**config.mk**
```make
export PLATFORM = sky130hd
export DESIGN_NAME = branch_jump_resolver_flat
export DESIGN_NICKNAME = d
export VERILOG_FILES = /design/src/rtl/branch_jump_resolver_if.sv /design/src/rtl/branch_jump_resolver.sv /design/src/flat_wrapper.sv
export SDC_FILE = /design/constraint.sdc
export NUM_CORES = 1
export LEC_CHECK = 0
export CAP_MARGIN = 20
export CORE_UTILIZATION = 50
export CTS_BUF_LIST = sky130_fd_sc_hd__clkbuf_2 sky130_fd_sc_hd__clkbuf_4 sky130_fd_sc_hd__clkbuf_8
export DETAILED_ROUTE_END_ITERATION = 10
export GPL_ROUTABILITY_DRIVEN = 0
export PLACE_DENSITY = 0.86
export SYNTH_ARGS = -nofsm -noshare
export SYNTH_HDL_FRONTEND = slang
export SYNTH_SLANG_ARGS = --single-unit
```
**constraint.sdc**
```tcl
create_clock -name clock -period 3.7 [get_ports clock]
set_input_delay 0.555 -clock clock [delete_from_list [all_inputs] [get_ports clock]]
set_output_delay 0.555 -clock clock [all_outputs]
set_load 0.01 [all_outputs]
```
**src/rtl/branch_jump_resolver_if.sv**
```systemverilog
// Issue/resolve bus between the issue stage and the branch/jump resolver.
interface branch_jump_resolver_if #(
  parameter int unsigned XLEN  = 32,
  parameter int unsigned REG_W = 5
);
  logic             new_jmp;
  logic [2:0]       jmp_type;
  logic [REG_W-1:0] jal_rs;
  logic [XLEN-1:0]  busJ;
  logic [XLEN-1:0]  imm;
  logic [XLEN-1:0]  pc;
  logic [REG_W-1:0] rd;
  logic             rd_valid;
  logic             zero;
  logic             bit_bus_C;
  logic [XLEN-1:0]  newPC;
  logic             ctrlFetch;
  logic             halt;
  logic             reset_branch;
  logic             reset_jal;

  // Issue stage side
  modport master (
    output new_jmp, jmp_type, jal_rs, busJ, imm, pc, rd, rd_valid, zero, bit_bus_C,
    input  newPC, ctrlFetch, halt, reset_branch, reset_jal
  );

  // Resolver side
  modport slave (
    input  new_jmp, jmp_type, jal_rs, busJ, imm, pc, rd, rd_valid, zero, bit_bus_C,
    output newPC, ctrlFetch, halt, reset_branch, reset_jal
  );
endinterface

```
**src/rtl/branch_jump_resolver.sv**
```systemverilog
// Branch/jump resolution unit: in-flight branch queue, JAL/JALR redirect with
// rs hazard interlock, wrong-path squash and saturating perf counters.
module branch_jump_resolver #(
  parameter int unsigned XLEN      = 32,
  parameter int unsigned RES_LAT   = 2,
  parameter int unsigned HAZ_DEPTH = 2,
  parameter int unsigned PC_ADJ    = 8,
  parameter int unsigned REG_W     = 5,
  parameter int unsigned CNT_W     = 16
) (
  input  logic                 clock,
  input  logic                 reset,
  branch_jump_resolver_if.slave bus,
  output logic [CNT_W-1:0]     br_total,
  output logic [CNT_W-1:0]     br_taken,
  output logic [CNT_W-1:0]     halt_cycles
);

  localparam int unsigned TAIL = RES_LAT - 1;

  logic             q_v    [RES_LAT];
  logic [2:0]       q_type [RES_LAT];
  logic [XLEN-1:0]  q_tgt  [RES_LAT];
  logic [REG_W-1:0] hist   [HAZ_DEPTH];

  logic            is_br;
  logic            is_jal;
  logic            cond;
  logic            take;
  logic            any_v;
  logic            hazard;
  logic            halt_c;
  logic            jal_go;
  logic [XLEN-1:0] br_tgt;
  logic [XLEN-1:0] jal_sum;
  logic [XLEN-1:0] jal_tgt;

  // Decode, tail resolution, interlock and redirect selection
  always_comb begin
    is_jal  = bus.new_jmp & (bus.jmp_type[2:1] == 2'b01);
    is_br   = bus.new_jmp & (bus.jmp_type[2:1] != 2'b01);

    case (q_type[TAIL])
      3'b000:         cond = bus.zero;
      3'b001:         cond = ~bus.zero;
      3'b100, 3'b110: cond = bus.bit_bus_C;
      3'b101, 3'b111: cond = ~bus.bit_bus_C;
      default:        cond = 1'b0;
    endcase
    take = reset & q_v[TAIL] & cond;

    any_v = 1'b0;
    for (int unsigned k = 0; k < RES_LAT; k++) any_v = any_v | q_v[k];

    hazard = 1'b0;
    for (int unsigned k = 0; k < HAZ_DEPTH; k++)
      if ((bus.jal_rs != '0) && (hist[k] == bus.jal_rs)) hazard = 1'b1;

    halt_c = reset & is_jal & (any_v | hazard);
    jal_go = reset & is_jal & ~halt_c & ~take;

    jal_sum = bus.imm + bus.busJ;
    jal_tgt = bus.jmp_type[0] ? {jal_sum[XLEN-1:1], 1'b0} : jal_sum;
    br_tgt  = bus.imm + bus.pc - XLEN'(PC_ADJ);

    bus.halt      = halt_c;
    bus.ctrlFetch = take | jal_go;
    if (!reset)      bus.newPC = '0;
    else if (take)   bus.newPC = q_tgt[TAIL];
    else if (jal_go) bus.newPC = jal_tgt;
    else             bus.newPC = q_tgt[TAIL];
  end

  // Queue shift, rd history, flush pulses and perf counters
  always_ff @(posedge clock) begin
    if (!reset) begin
      for (int unsigned k = 0; k < RES_LAT; k++) begin
        q_v[k]    <= 1'b0;
        q_type[k] <= 3'b000;
        q_tgt[k]  <= '0;
      end
      for (int unsigned k = 0; k < HAZ_DEPTH; k++) hist[k] <= '0;
      bus.reset_branch <= 1'b0;
      bus.reset_jal    <= 1'b0;
      br_total         <= '0;
      br_taken         <= '0;
      halt_cycles      <= '0;
    end else begin
      q_v[0]    <= is_br & ~halt_c & ~take;
      q_type[0] <= bus.jmp_type;
      q_tgt[0]  <= br_tgt;
      for (int unsigned k = 1; k < RES_LAT; k++) begin
        q_v[k]    <= q_v[k-1] & ~take;
        q_type[k] <= q_type[k-1];
        q_tgt[k]  <= q_tgt[k-1];
      end

      hist[0] <= (halt_c | ~bus.rd_valid | take) ? '0 : bus.rd;
      for (int unsigned k = 1; k < HAZ_DEPTH; k++)
        hist[k] <= take ? '0 : hist[k-1];

      bus.reset_branch <= take;
      bus.reset_jal    <= jal_go;

      if (q_v[TAIL] && (br_total != '1))   br_total    <= br_total + CNT_W'(1);
      if (take && (br_taken != '1))        br_taken    <= br_taken + CNT_W'(1);
      if (halt_c && (halt_cycles != '1))   halt_cycles <= halt_cycles + CNT_W'(1);
    end
  end

endmodule

```
**src/flat_wrapper.sv**
```systemverilog
// flat-port wrapper written by rule: the top's interface ports become plain ports
module branch_jump_resolver_flat 
#(
  parameter int unsigned XLEN      = 32,
  parameter int unsigned RES_LAT   = 2,
  parameter int unsigned HAZ_DEPTH = 2,
  parameter int unsigned PC_ADJ    = 8,
  parameter int unsigned REG_W     = 5,
  parameter int unsigned CNT_W     = 16
)
  (clock, reset, br_total, br_taken, halt_cycles, bus_new_jmp, bus_jmp_type, bus_jal_rs, bus_busJ, bus_imm, bus_pc, bus_rd, bus_rd_valid, bus_zero, bus_bit_bus_C, bus_newPC, bus_ctrlFetch, bus_halt, bus_reset_branch, bus_reset_jal);
  branch_jump_resolver_if #(.XLEN(XLEN), .REG_W(REG_W)) bus_i ();
  input  logic clock;
  input  logic reset;
  output logic [CNT_W-1:0] br_total;
  output logic [CNT_W-1:0] br_taken;
  output logic [CNT_W-1:0] halt_cycles;
  input wire logic [$bits(bus_i.new_jmp)-1:0] bus_new_jmp;
  input wire logic [$bits(bus_i.jmp_type)-1:0] bus_jmp_type;
  input wire logic [$bits(bus_i.jal_rs)-1:0] bus_jal_rs;
  input wire logic [$bits(bus_i.busJ)-1:0] bus_busJ;
  input wire logic [$bits(bus_i.imm)-1:0] bus_imm;
  input wire logic [$bits(bus_i.pc)-1:0] bus_pc;
  input wire logic [$bits(bus_i.rd)-1:0] bus_rd;
  input wire logic [$bits(bus_i.rd_valid)-1:0] bus_rd_valid;
  input wire logic [$bits(bus_i.zero)-1:0] bus_zero;
  input wire logic [$bits(bus_i.bit_bus_C)-1:0] bus_bit_bus_C;
  output wire logic [$bits(bus_i.newPC)-1:0] bus_newPC;
  output wire logic [$bits(bus_i.ctrlFetch)-1:0] bus_ctrlFetch;
  output wire logic [$bits(bus_i.halt)-1:0] bus_halt;
  output wire logic [$bits(bus_i.reset_branch)-1:0] bus_reset_branch;
  output wire logic [$bits(bus_i.reset_jal)-1:0] bus_reset_jal;
  assign bus_i.new_jmp = bus_new_jmp;
  assign bus_i.jmp_type = bus_jmp_type;
  assign bus_i.jal_rs = bus_jal_rs;
  assign bus_i.busJ = bus_busJ;
  assign bus_i.imm = bus_imm;
  assign bus_i.pc = bus_pc;
  assign bus_i.rd = bus_rd;
  assign bus_i.rd_valid = bus_rd_valid;
  assign bus_i.zero = bus_zero;
  assign bus_i.bit_bus_C = bus_bit_bus_C;
  assign bus_newPC = bus_i.newPC;
  assign bus_ctrlFetch = bus_i.ctrlFetch;
  assign bus_halt = bus_i.halt;
  assign bus_reset_branch = bus_i.reset_branch;
  assign bus_reset_jal = bus_i.reset_jal;
  branch_jump_resolver #(.XLEN(XLEN), .RES_LAT(RES_LAT), .HAZ_DEPTH(HAZ_DEPTH), .PC_ADJ(PC_ADJ), .REG_W(REG_W), .CNT_W(CNT_W)) u_core (.clock(clock), .reset(reset), .bus(bus_i), .br_total(br_total), .br_taken(br_taken), .halt_cycles(halt_cycles));
endmodule
```
# --- Word-level counts from Yosys, hierarchy flattened ---
# Memory sizes are Yosys's and may differ from the RTL's.
# Cells that the tools add are included.
word_totals:
  mem_count: 4
  ram_bits: 82
  reg_bits: 50
  output_inout_bits: 84
  in_bits: 115
classes:
  n_mux: 19
  n_reduce_logical: 9
  addsub: 6
  eq_ne: 12
  bitwise_logic: 29
mem_list:
  columns: ["name", "words", "word_bits", "rd", "rd_clocked_by_memory_dff", "write_ports", "line_no", "source"]
  rows:
  - ["u_core.q_tgt", 2, 32, 2, 0, 2, "branch_jump_resolver.sv:23", "logic [XLEN-1:0] q_tgt [RES_LAT];"]
  - ["u_core.hist", 2, 5, 2, 0, 2, "branch_jump_resolver.sv:24", "logic [REG_W-1:0] hist [HAZ_DEPTH];"]
  - ["u_core.q_type", 2, 3, 2, 0, 2, "branch_jump_resolver.sv:22", "logic [2:0] q_type [RES_LAT];"]
  - ["u_core.q_v", 2, 1, 2, 0, 2, "branch_jump_resolver.sv:21", "logic q_v [RES_LAT];"]
op_table:
  columns: ["cell", "n"]
  rows:
  - ["32-bit two-way mux", 5]
  - ["32-bit adder", 2]
  - ["16-bit by 1-bit adder with 16-bit output, second input constant", 3]
  - ["16-bit inequality test, second input constant", 3]
  - ["32-bit by 4-bit subtractor with 32-bit output, second input constant", 1]
  - ["5-bit two-way mux", 4]
  - ["1-bit bitwise OR", 13]
  - ["3-bit equality test, second input constant", 4]
  - ["1-bit bitwise AND", 11]
  - ["5-bit equality test", 2]
  - ["1-bit two-way mux", 7]
  - ["3-bit two-way mux", 2]
  - ["1-bit logical AND", 5]
  - ["1-bit NOT", 5]
  - ["5-bit nonzero test", 1]
  - ["1-bit one-hot mux with 4 select lines", 1]
  - ["2-bit OR reduction", 2]
  - ["3-bit by 1-bit equality test with 1-bit output, second input constant", 1]
  - ["3-bit logical NOT", 1]
  - ["2-bit by 1-bit equality test with 1-bit output, second input constant", 1]
  - ["2-bit by 1-bit inequality test with 1-bit output, second input constant", 1]

# --- Logic depth before layout (Yosys ltp) ---
# Gate-level depths: netlist (run 1).
logic_depth:
  ltp_word: 12
  depth_mapped: 13
  depth_no_buf: 12

# --- Worst setup path after synthesis (run 1) ---
# OpenSTA, ideal clock, no wires.
synth_path:
  path_kind: "input-to-output"
  startpoint: "input port bus_imm[0]"
  endpoint: "output port bus_newPC[30]"
  arrival_ns: 2.729
  setup_slack_ns: 0.416
  n_path_buf: 0
  stages: 11
  path_cell_list: "ha_1 > inv_1 > fa_1 > and2b_1 > o211ai_1 > a211oi_1 > o32ai_2 > o21ai_2 > a41oi_1 > xor2_1 > o21ai_0"
synth_between:
  elab_chain_len: 4
synth_rtl:
  columns: ["item", "line_no", "source"]
  rows:
  - ["start, declared", "flat_wrapper.sv:22", "input wire logic [$bits(bus_i.imm)-1:0] bus_imm;"]
  - ["32-bit adder", "branch_jump_resolver.sv:62", "jal_sum = bus.imm + bus.busJ;"]
  - ["32-bit two-way mux", "branch_jump_resolver.sv:70", "else if (jal_go) bus.newPC = jal_tgt;"]
  - ["32-bit two-way mux", "branch_jump_resolver.sv:69", "else if (take) bus.newPC = q_tgt[TAIL];"]
  - ["32-bit two-way mux", "branch_jump_resolver.sv:68", "if (!reset) bus.newPC = '0;"]
  - ["end, declared", "flat_wrapper.sv:28", "output wire logic [$bits(bus_i.newPC)-1:0] bus_newPC;"]
# Every way passes these cells.

# --- Final worst setup path (run 1) ---
layout_path:
  startpoint: "input port bus_busJ[9]"
  endpoint: "output port bus_newPC[24]"
layout_between:
  elab_chain_len: 4
layout_rtl:
  columns: ["item", "line_no", "source"]
  rows:
  - ["start, declared", "flat_wrapper.sv:21", "input wire logic [$bits(bus_i.busJ)-1:0] bus_busJ;"]
  - ["32-bit adder", "branch_jump_resolver.sv:62", null]
  - ["32-bit two-way mux", "branch_jump_resolver.sv:70", null]
  - ["32-bit two-way mux", "branch_jump_resolver.sv:69", null]
  - ["32-bit two-way mux", "branch_jump_resolver.sv:68", null]
# Every way passes these cells.

==> results of run 1 <==
==> cell type report <==
type | instances | share of cell area [%]
clock inverter | 12 | 0.9951
timing repair buffer | 323 | 22.08
clock buffer | 19 | 2.019
tap | 229 | 2.212
inverter | 140 | 4.087
sequential | 132 | 20.40
antenna | 1 | 0.01932
multi-input combinational | 851 | 48.18
==> metrics by stage <==
step                      total power [uW]  setup WS, ps  std cells  setup TNS [ps]  hold slack (ps)
after floorplan                       2425         415.6       1171               0            411.9
after global placement                2927        -765.9       1663          -11360            412.9
after detailed placement              2968        -842.2       1663          -12740            419.9
after CTS                             4216         1.013       1703               0            422.5
after global routing                  4479        -138.1       1707          -597.5            439.0
final                                 4269        -12.98       1707          -26.25            429.4
==> placed cells by master (no fill, tap or decap), types with 10 or more instances in the layout <==
cell type,synthesis,routed
dfxtp_1,132,132
nand4_1,24,24
xor2_1,52,52
dlymetal6s2s_1,0,11
o21ai_0,49,39
o21a_1,10,10
a21oi_1,73,64
clkdlybuf4s50_1,0,145
buf_2,2,11
inv_1,140,136
nor2_1,111,109
buf_4,3,122
clkbuf_8,0,19
nand3_1,35,34
a21o_1,43,43
dlygate4sd2_1,0,25
a31oi_1,14,11
and3_1,16,16
o21ai_1,5,13
nand2_1,79,78
xnor2_1,46,46
and2_1,50,49
ha_4,0,14
ha_1,95,80
nor3_1,19,18
a21oi_2,3,11
==> metal layers <==
layer  global-route usage (%)  routed length, um  up-vias
met3                    4.605               2109      104
met1                    33.60              11100     4440
met2                    51.64              13880      477
met4                    15.22               1353        0
met5                        0                  0        -
li1                         -                  -     4574
==> worst reg2reg max path, delay by kind of cell, from the launching register on <==
| family | cells | cell delay [ps] |
|---|---|---|
| simple gates | 7 | 1710 |
| flops | 1 | 370 |
| xor+xnor | 1 | 160 |
==> flip-flops by register name, indices dropped and copies added (netlist names) <==
signal	flops
u_core.halt_cycles	16
u_core.hist	10
u_core.q_v	2
u_core.q_tgt	64
u_core.br_taken	16
u_core.bus.reset_branch	1
u_core.q_type	6
u_core.br_total	16
u_core.bus.reset_jal	1
==> cell families after synthesis <==
family          count (synthesis)  synth area share (%)
fa+ha+maj                      97                 13.29
mux                             7                0.7714
buf+inv                       188                 8.039
xor+xnor                       98                 9.284
compound gates                257                 18.68
flops                         132                 28.58
simple gates                  392                 21.36
==> power groups by stage <==
stage          clock network [uW]  registers [uW]  logic (uW)
6_report                     1210            1570        1490
5_1_grt                      1290            1570        1620
4_1_cts                      1230            1570        1420
3_5_place_dp                    0            1600        1370
3_3_place_gp                    0            1590        1340
2_1_floorplan                   0            1590         837
==> timing repair <==
| action | 4_1_cts | 5_1_grt |
|---|---|---|
| hold buffers | 0 | 0 |
| buffers inserted | 10 | 3 |
| resized for setup | 122 | 48 |
| pin swaps | 30 | 23 |
| gates cloned | 0 | 0 |
| endpoints found under the setup margin | 32 | 25 |
==> path summary, 6_finish.rpt <==
check | end | from
hold reg to reg | u_core.q_tgt[0][51]$_SDFF_PN0_ | u_core.q_tgt[0][19]$_SDFF_PN0_
hold / removal | u_core.q_tgt[0][51]$_SDFF_PN0_ | u_core.q_tgt[0][19]$_SDFF_PN0_
setup / recovery | bus_newPC[24] | bus_busJ[9]
setup reg to reg | u_core.halt_cycles[13]$_SDFFE_PN0P_ | u_core.halt_cycles[3]$_SDFFE_PN0P_
==> reports/metrics.yaml, run 1 <==
outcome:
  status: "finished, violations left"
  violations: "negative setup slack"
flow_run:
  drv_cap: 0
global_routing:
  antenna_found_initial: 1
  grt_pass1_wl_um: 43010
  grt_usage_pct: 29.15
  grt_max_degree: 59
  gr-total-overflow: 0
  grt_pass1_vias: 9021
place:
  portBuffers: 198
  place.detailed.hpwl_um: 20480
  postPlaceCellArea_sq_mm: 0.01214
timing:
  tightestPinTransition_ps: 598.2
  setup_viol: 3
  setup_ws_ps: -12.98
  hold_viol: 0
  finalCriticalPeriod_ps: 3713
  maxSlewHeadroom_pct: 60.01
  rsz0062_at_grt: "yes"
  clock_skew_ps: 13.98
  fin_crit_sh_pct: 100.4
  timing.fmax_ghz: 0.2693
  report.final.slew_viol_count: 0
drt:
  route.detailed.drc: 0
  drtAntennaViolNets: 0
  routed_via_density: 5.621
  drt-initial-drc-count: 632
  post_drt_wl_per_cell_um: 16.66
  firstDrtPassIters: 6
  num_vias: 9595
  routed_wl_um: 28440
synth:
  ys_ff_latch: 132
  seq_area_frac_synth_pct: 28.58
  async_flop_share_pct: 0
  synth_most_common_cell: "inv_1"
  synth_nets: 1383
  synth.area.top_cells: "dfxtp_1, ha_1, inv_1"
  netlist_top_cells_count: "inv_1, dfxtp_1, nor2_1"
  synth_edf_count: 0
  ys.flop_type: "dfxtp_1"
  yosysWarnings: 0
  yosysTopAreaCellShare_pct: 28.58
  ys_types: 77
  syn_area_sq_mm: 0.009245
  yosysTopAreaCell: "dfxtp_1"
  synth_area_per_cell_sq_um: 7.895
  synth_cells: 1171
critical_path:
  critical_path.max_stage_delay_ps: 530
  cp_slowest_cell: "clkdlybuf4s50_1"
  worstSetupPathType: "in -> out"
  cp_top_family: "compound AO/OA/AOI/OAI gates"
  arrival_ps: 3160
  reg2reg_depth: 8
  crit_required_ps: 3140
  critPathMostFrequentCell: "a21o_1"
  cp.depth: 12
  crit_chain: "clkdlybuf4s50_1, ha_4, a21o_1, a21o_1, a211o_1, a21oi_4, o221ai_2, buf_4, a31oi_2, xor2_1, o21ai_0, buf_2"
  crit_buf_inv: 3
  cp_max_fo: 6
  rrSetupSlack_ps: 1330
  end_kind: "primary output"
  startpoint_type: "input port"
floorplan:
  die_area_sq_mm: 0.01904
  core_sq_mm: 0.01802
  die_h_um: 138.0
  io_pins: 199
  die_w_um: 138.0
  initial_utilization_pct: 51.29
  rows: 49
power:
  p_clk_share_pct: 28.3
  p_sw_uw: 1379
  p_sw_share_pct: 32.31
  vdd_drop_max_v: 0.0002041
  pwr-share-seq_pct: 36.7
  p_comb_share_pct: 35.0
  p_int_uw: 2889
  p_leak_uw: 0.005971
  power.density_mw_per_mm2: 329.6
worst_hold_path:
  hold_path_class: "reg -> reg"
  whs_path_depth: 1
cells_and_area:
  syn_to_final_growth_pct: 40.09
  multi_input_area_sq_mm: 0.006240
  nets: 1677
  final_cell_area_sq_mm: 0.01295
  drive_above_1_share_pct: 16.72
  fin_util_pct: 71.85
  seq_area_sq_mm: 0.002643
  nFillCells: 1312
clocking:
  cts_buffer_depth: 2
  cts-root-buf: "clkbuf_8"
  insertion_delay_ps: 450
  clk_pin_slew_ps: 70
  cts_sinks: 132
  htreeDepth: 4
  cts_tree: "built"
  numCtsBuffers: 17
Power figures use the tool's default switching activity.
==> run 2: changes to the inputs <==
--- a/config.mk
+++ b/config.mk
@@ -5,7 +5,6 @@
 export SDC_FILE = /design/constraint.sdc
 export NUM_CORES = 1
 export LEC_CHECK = 0
-export CAP_MARGIN = 20
 export CORE_UTILIZATION = 50
 export CTS_BUF_LIST = sky130_fd_sc_hd__clkbuf_2 sky130_fd_sc_hd__clkbuf_4 sky130_fd_sc_hd__clkbuf_8
 export DETAILED_ROUTE_END_ITERATION = 10
==> results of run 2 <==
The final DEF is identical to that of run 1; final timing and power are the same.
==> run 3: changes to the inputs <==
--- a/config.mk
+++ b/config.mk
@@ -9,7 +9,7 @@
 export CTS_BUF_LIST = sky130_fd_sc_hd__clkbuf_2 sky130_fd_sc_hd__clkbuf_4 sky130_fd_sc_hd__clkbuf_8
 export DETAILED_ROUTE_END_ITERATION = 10
 export GPL_ROUTABILITY_DRIVEN = 0
-export PLACE_DENSITY = 0.86
+export PLACE_DENSITY = 0.79
 export SYNTH_ARGS = -nofsm -noshare
 export SYNTH_HDL_FRONTEND = slang
 export SYNTH_SLANG_ARGS = --single-unit
==> run 3 against run 2 <==
The flow still finishes with violations (negative setup slack). Register-to-register slack gained 40 ps. Total power is essentially flat. Count of clock-buffer cells in the layout shrank 2. Flip-flop and latch count is the same. Hold slack lost 25 ps. First-iteration DRC count shrank 12%. Global-route usage shrank 1.5 points. Sequential power is essentially flat. Non-clock buffer count grew 8. Fmax shrank 0.71%. Critical path type unchanged.
==> reports/metrics.yaml, run 3 (synthesis gave the netlist of run 1 again) <==
outcome:
  status: "finished, violations left"
  violations: "negative setup slack"
drt:
  drtAntennaViolNets: 0
  drt-initial-drc-count: 557
  routed_via_density: 5.471
  num_vias: 9383
  post_drt_wl_per_cell_um: 15.78
  route.detailed.drc: 0
  routed_wl_um: 27070
  firstDrtPassIters: 5
critical_path:
  crit_required_ps: 3140
  rr_startpoint: "u_core.q_type[0][5]$_SDFF_PN0_"
  startpoint_type: "input port"
  arrival_ps: 3180
  cp_max_fo: 3
  end_kind: "primary output"
  crit_start: "bus_busJ[6]"
  worstSetupPathType: "in -> out"
floorplan:
  initial_utilization_pct: 51.29
  core_sq_mm: 0.01802
  die_h_um: 138.0
  io_pins: 199
  die_area_sq_mm: 0.01904
  rows: 49
  die_w_um: 138.0
cells_and_area:
  drive_above_1_share_pct: 16.96
  syn_to_final_growth_pct: 41.02
  nets: 1685
  layout_common_cells: "clkdlybuf4s50_1, inv_1, dfxtp_1, buf_4, nor2_1"
  regMostFlops: "u_core.q_tgt"
  antenna_cells: 0
  largest_register_ffs: 64
  final_common_cell: "clkdlybuf4s50_1"
clocking:
  insertion_delay_ps: 460
  numCtsBuffers: 17
  cts_buffer_depth: 2
  cts_sinks: 132
  cts_tree: "built"
  clk_pin_slew_ps: 80
  cts-root-buf: "clkbuf_8"
  htreeDepth: 4
timing:
  rsz0062_at_grt: "yes"
  hold_viol: 0
  setup_viol: 1
  setup_ws_ps: -39.60
  timing.fmax_ghz: 0.2674
  fin_crit_sh_pct: 101.1
  hold_slack_ps: 404.1
  report.final.slew_viol_count: 0
  clock_skew_ps: 10.17
  maxSlewHeadroom_pct: 56.54
  final.setup.tns_ps: -39.60
  tightestPinTransition_ps: 651.9
  finalCriticalPeriod_ps: 3740
global_routing:
  grt_pass1_vias: 8825
  grt_max_degree: 75
  grt_usage_pct: 27.67
  antenna_found_initial: 0
  grt_pass1_wl_um: 40900
  gr-total-overflow: 0
place:
  place.detailed.hpwl_um: 19870
  portBuffers: 198
power:
  vdd_drop_max_v: 0.0002268
  p_leak_uw: 0.006117
  power.density_mw_per_mm2: 327.4
worst_hold_path:
  hp-start: "reset"
  hold_path_class: "in -> reg"
flow_run:
  drv_cap: 0
## run 3: cell count changes in the layout (fill, tap and decap cells not counted), sizes merged, moves of 2 or more
cell	change
clkinv	+3
clkdlybuf4s50	-2
dlygate4sd2	-8
buf	+9
dlymetal6s2s	+11
clkbuf	-3
## run 3: worst max-delay path, stage by stage
cell	delay, ps
clkdlybuf4s50_1	460
ha_4	310
nand2_1	70
o21bai_1	180
a211o_1	370
a21oi_4	190
a31oi_2	140
or3_1	370
a32o_1	260
dlygate4sd2_1	290
## run 3: metal layers
metal  routed length (um)  up-vias  GRT usage (%)
li1                     -     4597              -
met1                11520     4302          34.35
met2                12760      397          46.58
met3                 1701       87          4.203
met4                 1089        0          13.47
met5                    0        -              0
## run 3: worst paths after layout
| path | slack, ps | cells past startpoint | endpoint |
|---|---|---|---|
| min reg2reg | 430 | 1 | u_core.q_tgt[0][40]$_SDFF_PN0_ |
| max | -40 | 10 | bus_newPC[31] |
| min | 400 | 3 | u_core.q_v[0][0]$_SDFF_PN0_ |
| max reg2reg | 1370 | 7 | u_core.br_taken[13]$_SDFFE_PN0P_ |
## run 3: cell type report
| cell class | instances | area (sq um) |
|---|---|---|
| Inverter | 140 | 525.5 |
| Multi-Input combinational cell | 851 | 6238 |
| Fill cell | 1352 | 4987 |
| Clock inverter | 15 | 155.1 |
| Timing Repair Buffer | 331 | 2955 |
| Sequential cell | 132 | 2643 |
| Clock buffer | 17 | 234.0 |
| Tap cell | 229 | 286.5 |
## run 3: where the power goes
group	internal [uW]	total (uW)	switching, uW
clock	601	1210	608
sequential	1540	1570	33.2
combinational	729	1490	762
total	2870	4270	1400
## run 3: repair_timing
action | CTS | global route
hold buffers | 0 | 0
endpoints found under the setup margin | 32 | 27
gates resized for setup | 116 | 53
gates cloned | 0 | 0
buffers inserted | 8 | 6
pin swaps | 25 | 20
## run 3: metrics by stage
stage	setup WS (ps)	cell area [sq um]	std cells	power, uW	utilization [%]
3_3_place_gp	-695.5	12190	1669	2943	67.61
4_1_cts	-146.7	12800	1709	4228	71.02
6_report	-39.60	13040	1715	4268	72.33
3_5_place_dp	-810.8	12190	1669	2972	67.61
5_1_grt	-94.63	13040	1715	4493	72.33
2_1_floorplan	415.6	9245	1171	2425	-
